### config.mk
export PLATFORM = sky130hd
export DESIGN_NAME = adat_rx_frame_assembler
export DESIGN_NICKNAME = d
export VERILOG_FILES = /design/src/rtl/adat_rx_frame_assembler.sv
export SDC_FILE = /design/constraint.sdc
export NUM_CORES = 1
export LEC_CHECK = 0
export ABC_AREA = 1
export CAP_MARGIN = 20
export CORE_MARGIN = 2
export CORE_UTILIZATION = 58
export CTS_CLUSTER_DIAMETER = 120
export DETAILED_ROUTE_END_ITERATION = 8
export PLACE_DENSITY_LB_ADDON = 0.25
export SYNTH_ARGS = -nofsm -noshare
export SYNTH_HDL_FRONTEND = slang
export SYNTH_SLANG_ARGS = --single-unit
### constraint.sdc
create_clock -name i_clk -period 3.75 [get_ports i_clk]
set_clock_uncertainty 0.05 [all_clocks]
set_input_delay 0.75 -clock i_clk [delete_from_list [all_inputs] [get_ports i_clk]]
set_output_delay 0.75 -clock i_clk [all_outputs]
set_load 0.005 [all_outputs]
### src/rtl/adat_rx_frame_assembler.sv
// rtl/adat_rx_frame_assembler.sv - collects per-channel ADAT words into whole frames with handshake
//
// Purpose: gathers the parser's ch0..ch(NUM_CH-1) words into a work buffer and checks that they
// arrive in order. Each complete frame is offered on a valid/ready output with backpressure. The
// block also tracks link lock and flags sequence errors, dropouts and output overflow.
// Ports:
//   i_clk, i_rst              clock, asynchronous active-low reset
//   i_user                    user bits, latched with ch0
//   i_data, i_channel         channel sample and its index
//   i_data_valid              1-cycle strobe qualifying i_data/i_channel
//   i_frame_ready             downstream accept
//   o_frame, o_user           held frame (ch k at [k*DATA_W +: DATA_W]) and its user bits
//   o_frame_valid             frame held on o_frame/o_user
//   o_locked                  LOCK_FRAMES consecutive good frames seen
//   o_seq_err, o_overflow     1-cycle event pulses
//   o_err_count               saturating count of sequence errors
module adat_rx_frame_assembler #(
  parameter int DATA_W         = 24,
  parameter int NUM_CH         = 8,
  parameter int LOCK_FRAMES    = 4,
  parameter int TIMEOUT_CYCLES = 4096
) (
  input  logic                     i_clk,
  input  logic                     i_rst,
  input  logic [3:0]               i_user,
  input  logic [DATA_W-1:0]        i_data,
  input  logic [2:0]               i_channel,
  input  logic                     i_data_valid,
  input  logic                     i_frame_ready,
  output logic [NUM_CH*DATA_W-1:0] o_frame,
  output logic [3:0]               o_user,
  output logic                     o_frame_valid,
  output logic                     o_locked,
  output logic                     o_seq_err,
  output logic                     o_overflow,
  output logic [15:0]              o_err_count
);

  localparam int CH_W    = 3;
  localparam int FRAME_W = NUM_CH * DATA_W;
  localparam int GOOD_W  = $clog2(LOCK_FRAMES + 1);
  localparam int IDLE_W  = $clog2(TIMEOUT_CYCLES);

  logic [CH_W-1:0]    exp_ch_q,    exp_ch_d;
  logic [FRAME_W-1:0] work_q,      work_d;
  logic [3:0]         work_user_q, work_user_d;
  logic [FRAME_W-1:0] frame_q,     frame_d;
  logic [3:0]         user_q,      user_d;
  logic               valid_q,     valid_d;
  logic               locked_q,    locked_d;
  logic               seq_err_q,   seq_err_d;
  logic               overflow_q,  overflow_d;
  logic [15:0]        err_cnt_q,   err_cnt_d;
  logic [GOOD_W-1:0]  good_q,      good_d;
  logic [IDLE_W-1:0]  idle_q,      idle_d;

  logic               wr_en;
  logic [CH_W-1:0]    wr_lane;
  logic               complete;

  always_comb begin
    exp_ch_d    = exp_ch_q;
    work_d      = work_q;
    work_user_d = work_user_q;
    frame_d     = frame_q;
    user_d      = user_q;
    valid_d     = valid_q;
    locked_d    = locked_q;
    seq_err_d   = 1'b0;
    overflow_d  = 1'b0;
    err_cnt_d   = err_cnt_q;
    good_d      = good_q;
    idle_d      = idle_q;
    wr_en       = 1'b0;
    wr_lane     = exp_ch_q;
    complete    = 1'b0;

    // A consumed frame frees the output; a completion below may reload it in the same cycle.
    if (valid_q && i_frame_ready) begin
      valid_d = 1'b0;
    end

    if (i_data_valid) begin
      idle_d = '0;
      if (i_channel == exp_ch_q) begin
        wr_en = 1'b1;
        if (exp_ch_q == '0) begin
          work_user_d = i_user;
        end
        if (exp_ch_q == CH_W'(NUM_CH - 1)) begin
          complete = 1'b1;
          exp_ch_d = '0;
        end else begin
          exp_ch_d = exp_ch_q + 1'b1;
        end
      end else begin
        seq_err_d = 1'b1;
        good_d    = '0;
        locked_d  = 1'b0;
        if (err_cnt_q != 16'hFFFF) begin
          err_cnt_d = err_cnt_q + 16'd1;
        end
        // A stray ch0 restarts collection immediately instead of waiting for the next ch0.
        if (i_channel == '0) begin
          wr_en       = 1'b1;
          wr_lane     = '0;
          work_user_d = i_user;
          exp_ch_d    = CH_W'(1);
        end else begin
          exp_ch_d = '0;
        end
      end
    end else begin
      if (idle_q != IDLE_W'(TIMEOUT_CYCLES - 1)) begin
        idle_d = idle_q + 1'b1;
      end
      // Dropout: forget the partial frame and lock, but leave the held output frame alone.
      if (idle_d == IDLE_W'(TIMEOUT_CYCLES - 1)) begin
        locked_d = 1'b0;
        good_d   = '0;
        exp_ch_d = '0;
      end
    end

    for (int k = 0; k < NUM_CH; k++) begin
      if (wr_en && (wr_lane == CH_W'(k))) begin
        work_d[k*DATA_W +: DATA_W] = i_data;
      end
    end

    if (complete) begin
      // Dropped (overflowed) frames still count toward lock: the link itself delivered them fine.
      if (good_q != GOOD_W'(LOCK_FRAMES)) begin
        good_d = good_q + 1'b1;
      end
      if (good_d == GOOD_W'(LOCK_FRAMES)) begin
        locked_d = 1'b1;
      end
      if (!valid_q || i_frame_ready) begin
        frame_d = work_d;
        user_d  = work_user_d;
        valid_d = 1'b1;
      end else begin
        overflow_d = 1'b1;
      end
    end
  end

  always_ff @(posedge i_clk or negedge i_rst) begin
    if (!i_rst) begin
      exp_ch_q    <= '0;
      work_q      <= '0;
      work_user_q <= '0;
      frame_q     <= '0;
      user_q      <= '0;
      valid_q     <= 1'b0;
      locked_q    <= 1'b0;
      seq_err_q   <= 1'b0;
      overflow_q  <= 1'b0;
      err_cnt_q   <= '0;
      good_q      <= '0;
      idle_q      <= '0;
    end else begin
      exp_ch_q    <= exp_ch_d;
      work_q      <= work_d;
      work_user_q <= work_user_d;
      frame_q     <= frame_d;
      user_q      <= user_d;
      valid_q     <= valid_d;
      locked_q    <= locked_d;
      seq_err_q   <= seq_err_d;
      overflow_q  <= overflow_d;
      err_cnt_q   <= err_cnt_d;
      good_q      <= good_d;
      idle_q      <= idle_d;
    end
  end

  assign o_frame       = frame_q;
  assign o_user        = user_q;
  assign o_frame_valid = valid_q;
  assign o_locked      = locked_q;
  assign o_seq_err     = seq_err_q;
  assign o_overflow    = overflow_q;
  assign o_err_count   = err_cnt_q;

endmodule
; ---- After elaboration in Yosys (flattened, before gate mapping)
; Cells that the tools add are included.
[totals]
reg_bits = 430
inputBits = 35
output_inout_bits = 216
wordCells = 95
[classes]
n_addsub = 4
n_eq_ne = 14
mux = 47
bitwise_logic = 1
n_reduce_logical = 17
[op_table]
columns = operator, count
row1 = 24-bit 2-to-1 mux, 8
row2 = 3-bit 2-to-1 mux, 13
row3 = 12-bit 2-to-1 mux, 3
row4 = 1-bit 2-to-1 mux, 19
row5 = 3-bit equality test (second input constant), 6
row6 = 16-bit by 1-bit adder with 16-bit output (second input constant), 1
row7 = 4-bit 2-to-1 mux, 4
row8 = 16-bit != test (second input constant), 1
row9 = 12-bit by 1-bit adder with 12-bit output (second input constant), 1
row10 = 12-bit equality test (second input constant), 1
row11 = 12-bit != test (second input constant), 1
row12 = 1-bit logical AND, 9
row13 = 3-bit logical NOT, 3
row14 = 3-bit by 1-bit adder with 3-bit output (second input constant), 2
row15 = 3-bit by 2-bit equality test with 1-bit output (second input constant), 2
row16 = 3-bit by 1-bit equality test with 1-bit output (second input constant), 1
row17 = 3-bit equality test, 1
row18 = 3-bit != test (second input constant), 1
row19 = 3-bit AND reduction, 1
row20 = 2-bit AND reduction, 1
row21 = 2-bit nonzero test, 1
row22 = 1-bit logical NOT, 1
row23 = 1-bit logical OR, 1
row24 = 1-bit inverter, 1

; ---- Longest topological paths before layout
; Gate-level depths: netlist (run 1).
[depth]
ltp_word = 11
depth_mapped = 15

; ---- Worst setup path before layout (run 1)
; OpenSTA, ideal clock, no wires.
[synth_path]
kind = in2reg
startpoint = in i_channel[1]
endpoint = reg frame_q[120], in the netlist o_frame[120]
setup_time_ns = 0.125
t_arrival_ns = 2.251
required_time_ns = 3.575
setup_slack_ns = 1.324
cell_stages = 9
path_buffers = 2
cell_sequence = xor2_1 nor2_2 nand2_2 nor2_4 nand2_1 nor2_4 buf_2 buf_2 mux2_2
[synth_via]
elab_chain_len = 7
word_cells_on_any_way = 14
classes_between = 2 x eq/ne / 9 x mux / 3 x reduce/logical
[synth_rtl]
columns = item, line_no
row1 = from (decl), 27  ; input logic [2:0] i_channel,
row2 = 3-bit logical NOT, 104  ; if (i_channel == '0) begin
row3 = 3-bit 2-to-1 mux, 104
row4 = 3-bit 2-to-1 mux, 85  ; if (i_channel == exp_ch_q) begin
row5 = 3-bit 2-to-1 mux, 83  ; if (i_data_valid) begin
row6 = 3-bit equality test, 126  ; if (wr_en && (wr_lane == CH_W'(k))) begin
row7 = 1-bit logical AND, 126
row8 = 24-bit 2-to-1 mux, 126
row9 = to (signal assigned), 167  ; frame_q <= frame_d;
row10 = to (decl), 47  ; logic [FRAME_W-1:0] frame_q, frame_d;
; Several ways; a longest one is shown, not always the timed one.
; A chain may end at the register's enable or synchronous reset.

; ---- Final worst setup path (run 1)
[layout_path]
startpoint = in i_channel[1]
endpoint = reg frame_q[123], in the netlist o_frame[123]
[layout_via]
elab_chain_len = 7
word_cells_on_any_way = 14
classes_between = 2 x eq/ne / 9 x mux / 3 x reduce/logical
[layout_rtl]
columns = item, line_no
row1 = 3-bit logical NOT, 104
row2 = 3-bit 2-to-1 mux, 104
row3 = 3-bit 2-to-1 mux, 85
row4 = 3-bit 2-to-1 mux, 83
row5 = 3-bit equality test, 126
row6 = 1-bit logical AND *, 126
row7 = 24-bit 2-to-1 mux *, 126
row8 = via work_d[123], 45  ; logic [FRAME_W-1:0] work_q, work_d;
; Mark *: on every way through the listed nets, which the timed path passes. The rest lies on a longest branch.

==> flow_summary.json, run 1 <==
{
  "outcome": "finished clean",
  "post_cts_buffers": 0,
  "yosysTopAreaCell": "dfrtp_1",
  "synth-edff-count": 0,
  "crit_type": "in2reg",
  "num_vias": 11215,
  "cts_buffer_depth": 3,
  "drive_gt1_share_pct": 17.27,
  "ys_types": 33,
  "gp_congestion": 0.8342,
  "die_h_um": 172.9,
  "post_cts_resized": 0,
  "synth_area_leaders": "dfrtp_1, mux2_2, nand2_1",
  "rsz0062_at_grt": "no",
  "clk_latency_ns": 0.52,
  "p_clk_share_pct": 43.1,
  "path_cells": "clkdlybuf4s50_1 -> xor2_1 -> nor2_2 -> nand2_2 -> nor2_4 -> nor2_4 -> nor2_4 -> nand2_2 -> buf_12 -> nand2_1 -> o21ai_1 -> mux2_2",
  "drv_slew": 0,
  "cp-end-kind": "flip-flop",
  "required_ns": 4.10,
  "synth_flop_cell": "dfrtp_1",
  "yosys_warnings": 0,
  "hold_violations": 0,
  "intPower_w": 0.007792,
  "cts_buffers": 42,
  "yosysSeqAreaShare_pct": 65.03,
  "synth_nets": 1445,
  "num-fill-cells": 1859,
  "drv_cap": 0,
  "antenna_cells": 0,
  "cts_tree": "yes",
  "cp_slowest_stage_delay_ns": 0.48,
  "crit_slowest_cell": "clkdlybuf4s50_1",
  "syn2layout_area_growth_pct": 26.17,
  "drt-initial-drc-count": 835,
  "numPortBuffers": 250,
  "wl_per_cell_um": 19.23,
  "path_max_fanout": 29,
  "dp_cells": 1988,
  "dieWidth_um": 172.9,
  "sequentialPowerShare_pct": 50.1,
  "syn_area_sq_mm": 0.01655,
  "path_buf_inv": 2,
  "std_cell_rows": 61,
  "cts_root_buffer": "clkbuf_16",
  "layout_common_cells": "dfrtp_1, nand2_1, clkdlybuf4s50_1, mux2_2, o21ai_1",
  "p_switching_w": 0.002256,
  "worst_path_most_repeated_cell": "nor2_4",
  "drt_pass1_iterations": 5,
  "netSwitchingFraction_pct": 22.46,
  "multi_input_area_sq_mm": 0.005127,
  "min-delay-path-class": "in2async",
  "max_freq_ghz": 0.3625,
  "cp_top_family": "simple AND/OR/NAND/NOR gates",
  "ir_drop_mv": 0.3081,
  "cp-start-kind": "primary input",
  "period_needed_ns": 2.759,
  "leakage_nw": 10.01,
  "track_usage_pct": 26.39,
  "cts_sinks": 430,
  "clk_pin_slew_ns": 0.06,
  "hpwl_um": 25320,
  "ys_ff_latch": 430,
  "routed_wl_um": 39680,
  "fin_cells": 2063,
  "critPathArrivalTime_ns": 3.11,
  "synth_area_per_cell_sq_um": 11.79,
  "async_flop_share_pct": 100.0,
  "grt_pass1_vias": 11366,
  "finalPower_w": 0.01005,
  "vias_per_cell": 5.436,
  "grt_antenna_before_repair": 0,
  "grt-ovfl-total": 0,
  "die_area_sq_mm": 0.02990,
  "syn_inst": 1403,
  "cts_max_level": 2,
  "io_pins": 251,
  "slew_headroom_pct": 50.29,
  "postCtsHoldBufs": 0,
  "seq_area_sq_mm": 0.01076,
  "coreArea_sq_mm": 0.02793,
  "fin_util_pct": 74.74,
  "nets": 1696,
  "antenna_left": 0,
  "tightest_slew_ns": 0.7422,
  "fin_crit_sh_pct": 73.56,
  "drc": 0,
  "powerDensity_mw_per_mm2": 481.3,
  "layout.cells.most_common": "dfrtp_1",
  "fin_setup_tns_ns": 0,
  "pwr-share-comb_pct": 6.8,
  "grt_pass1_wl_um": 62820,
  "yosysTopAreaCellShare_pct": 65.03,
  "grt_max_degree": 101,
  "setup_viol_count_final": 0,
  "initial_core_util_pct": 59.24
}
==> power groups by stage <==
stage	clock, W	sequential, W	combinational [W]
after floorplan	0	0.00509	0.000333
after global placement	0	0.00510	0.000649
after detailed placement	0	0.00512	0.000680
after CTS	0.00440	0.00504	0.000692
after global routing	0.00460	0.00506	0.000775
final	0.00433	0.00504	0.000681
==> through the flow <==
| stage | hold WS (ns) | area (sq um) | setup slack [ns] |
|---|---|---|---|
| global route | 0.1961 | 20880 | 0.8628 |
| global placement | 0.4175 | 19440 | 0.5907 |
| floorplan | 0.4033 | 16550 | 1.324 |
| finish | 0.1453 | 20880 | 0.9914 |
| detailed placement | 0.4266 | 19440 | 0.4636 |
| CTS | 0.1673 | 20880 | 0.9979 |
==> sequential cells by signal, indices dropped and copies added, names as in the netlist, 3 cells and up <==
signal       cells
work_q         192
idle_q          12
work_user_q      4
o_user           4
exp_ch_q         3
o_err_count     16
good_q           3
o_frame        192
==> cells in the mapped netlist, types with 3 or more instances <==
cell and instances:
dfrtp_1 430, nand2_1 312, mux2_2 172, o21ai_1 140, o21ai_0 84, inv_1 64
nor2_1 32, buf_2 30, nand3_1 26, buf_6 15, clkbuf_1 14, xor2_1 14
a21oi_1 10, buf_4 8, xnor2_1 8, ha_1 7, nand4_1 5, nor2_4 5
nor3_1 4, nor3_2 3
==> worst paths after layout <==
kind,to,slack [ns],start,cells past startpoint
setup / recovery,o_frame[123]$_DFFE_PN0P_,0.99,i_channel[1],12
hold / removal,o_err_count[2]$_DFFE_PN0P_,0.15,i_rst,1
setup reg to reg,o_locked$_DFF_PN0_,1.15,idle_q[0]$_DFF_PN0_,15
hold reg to reg,work_q[12]$_DFF_PN0_,0.44,work_q[12]$_DFF_PN0_,2
max in group asynchronous,work_user_q[3]$_DFF_PN0_,2.61,i_rst,2
min in group i_clk,work_q[12]$_DFF_PN0_,0.44,work_q[12]$_DFF_PN0_,2
==> metal layers <==
layer  routed length (um)  vias up  global-route usage [%]
met2                19590      362                   43.82
met1                16410     5627                   34.89
li1                     -     5154                       -
met4                 1005        0                   8.157
met3                 2673       72                   6.135
met5                    0        -                       0
==> cells by family (layout without fill, tap and decap cells) <==
kind of cell | count (synthesis) | count (layout) | share of synthesized area, %
xor+xnor | 22 | 22 | 1.164
compound gates | 241 | 241 | 7.463
buf+inv | 134 | 416 | 4.136
fa+ha+maj | 7 | 7 | 0.5293
simple gates | 397 | 397 | 9.974
mux | 172 | 172 | 11.71
flops | 430 | 430 | 65.03
==> worst register-to-register path, delay by kind of cell, from the launching register on <==
family	cells	cell delay [ns]
adder cells (fa/ha/maj)	1	0.21
flip-flops	1	0.43
AND/OR/NAND/NOR	14	1.83
==> final cells by class <==
cell class,count,area share [%]
Inverter,66,1.187
Sequential cell,430,51.54
Clock inverter,11,0.7731
Clock buffer,64,6.107
Tap cell,378,2.265
Multi-Input combinational cell,839,24.56
Timing Repair Buffer,275,13.57
Note: power is estimated with default switching activity, not from simulation.
==> inputs of run 2 (changes only) <==
- CORE_UTILIZATION: 58 -> 49
- clock period: 3.75 -> 2.4 ns (I/O delays scaled with it)
==> flow_summary.json, run 2 (synthesized netlist as in run 1, its figures left out) <==
{
  "outcome": "finished clean",
  "cts_buffers": 44,
  "powerDensity_mw_per_mm2": 724.5,
  "coreArea_sq_mm": 0.03336,
  "ff2ff_path_depth": 11,
  "critPathArrivalTime_ns": 2.64,
  "routed_wl_um": 40180,
  "initial_core_util_pct": 49.59,
  "num_vias": 11300,
  "nets": 1766,
  "die_h_um": 187.8,
  "cts_sinks": 430,
  "clk_latency_ns": 0.53,
  "grt_antenna_before_repair": 0,
  "drt_pass1_iterations": 5,
  "drc": 0,
  "antenna_cells": 0,
  "r2r-start": "exp_ch_q[1]$_DFFE_PN0P_",
  "max_freq_ghz": 0.4377,
  "layout_common_cells": "dfrtp_1, nand2_1, clkdlybuf4s50_1, mux2_2, o21ai_1",
  "fin_setup_tns_ns": 0,
  "cts_buffer_depth": 3,
  "drv_slew": 0,
  "slew_headroom_pct": 62.85,
  "drive_gt1_share_pct": 20.73,
  "drt-initial-drc-count": 717,
  "grt-ovfl-total": 0,
  "period_needed_ns": 2.284,
  "tightest_slew_ns": 0.5567,
  "track_usage_pct": 23.10,
  "crit_type": "in2reg",
  "dieWidth_um": 187.8,
  "cp-start-kind": "primary input",
  "grt_pass1_wl_um": 64190,
  "clk_pin_slew_ns": 0.06,
  "fin_crit_sh_pct": 95.18,
  "cts_tree": "yes",
  "min-delay-path-class": "in2async",
  "syn2layout_area_growth_pct": 31.33,
  "die_area_sq_mm": 0.03526,
  "leakage_nw": 10.43,
  "numPortBuffers": 250,
  "wl_per_cell_um": 18.23,
  "std_cell_rows": 67,
  "cts_max_level": 2,
  "ir_drop_mv": 0.5144,
  "cts_root_buffer": "clkbuf_16",
  "fin_util_pct": 65.14,
  "io_pins": 251,
  "antenna_left": 0,
  "path_max_fanout": 12,
  "vias_per_cell": 5.127,
  "hpwl_um": 27400,
  "layout.cells.most_common": "dfrtp_1",
  "gp_congestion": 0.7873,
  "grt_max_degree": 62,
  "cp-end-kind": "flip-flop",
  "reg2reg_slack_ns": 0.14,
  "drv_cap": 0,
  "crit_start": "i_channel[1]",
  "reg2reg_to": "o_frame[188]$_DFFE_PN0P_",
  "hold_violations": 0,
  "setup_viol_count_final": 0,
  "required_ns": 2.76,
  "grt_pass1_vias": 11518
}
[run 2: cell types whose count changed in the layout (fill, tap and decap cells not counted), moves of 2 or more]
cell / delta
bufinv_16: -3
clkbuf_16: +3
buf_12: +16
clkbuf_8: +2
nor2_2: +4
buf_4: +50
nor2_1: -4
[run 2: critical path, stage by stage]
cell and delay [ns]:
clkdlybuf4s50_1 0.48, xor2_1 0.20, nor2_2 0.12, nand2_2 0.10
nand2_4 0.09, nand2_1 0.10, nor2_1 0.21, nand2_2 0.19
buf_4 0.22, nand2_1 0.07, o21ai_1 0.08, mux2_2 0.29
[run 2: repair_timing]
action / CTS / global route
setup endpoints to repair: 0 / 5
endpoints found under the hold margin: 33 / 0
setup buffers: 0 / 1
resized for setup: 0 / 6
hold buffers: 1 / 0
[run 2: power by group]
group	leakage (nW)	internal (W)	total, W	switching (W)
registers	5.90	0.00767	0.00786	0.000197
logic	3.81	0.000479	0.00113	0.000654
clock network	0.721	0.00405	0.00675	0.00270
total	10.4	0.0122	0.0157	0.00355
[run 2: how the worst max path moves through the flow]
| stage | to | depth (start not counted) | slack (ns) |
|---|---|---|---|
| 2_1_floorplan | o_frame[120]$_DFFE_PN0P_ | 9 | 0.24 |
| 3_3_place_gp | o_frame[143]$_DFFE_PN0P_ | 12 | -0.38 |
| 3_5_place_dp | o_frame[143]$_DFFE_PN0P_ | 12 | -0.40 |
| 4_1_cts | good_q[1]$_DFF_PN0_ | 14 | 0.11 |
| 5_1_grt | good_q[1]$_DFF_PN0_ | 14 | -0.01 |
| 6_report | o_frame[188]$_DFFE_PN0P_ | 12 | 0.12 |
[run 2: cell type report]
type                    count  area, sq um
clock inverters             8        82.58
multi-input cells         840         5161
repair buffers            342         3538
clock buffers              70         1381
well taps                 448        560.5
flip-flops and latches    430        10760
inverters                  66        247.7
fillers                  2590        11630
[run 2: per-layer routing]
| layer | up-vias | wire length, um | track usage (%) |
|---|---|---|---|
| met3 | 77 | 2212 | 4.323 |
| li1 | 5311 | - | - |
| met2 | 291 | 19410 | 38.06 |
| met1 | 5621 | 17520 | 31.35 |
| met4 | 0 | 1034 | 7.087 |
| met5 | - | 0 | 0 |
[run 2: through the flow]
stage / hold slack, ns / area (sq um) / setup WS (ns) / power [W] / std cells
after global routing: 0.4423 / 21730 / -0.01239 / 0.01641 / 2204
after detailed placement: 0.3975 / 20220 / -0.3999 / 0.009139 / 2123
final: 0.4165 / 21730 / 0.1156 / 0.01575 / 2204
after floorplan: 0.1344 / 16550 / 0.2441 / 0.008476 / 1403
after global placement: 0.3901 / 20220 / -0.3773 / 0.009078 / 2123
after CTS: 0.4214 / 21690 / 0.1066 / 0.01591 / 2202
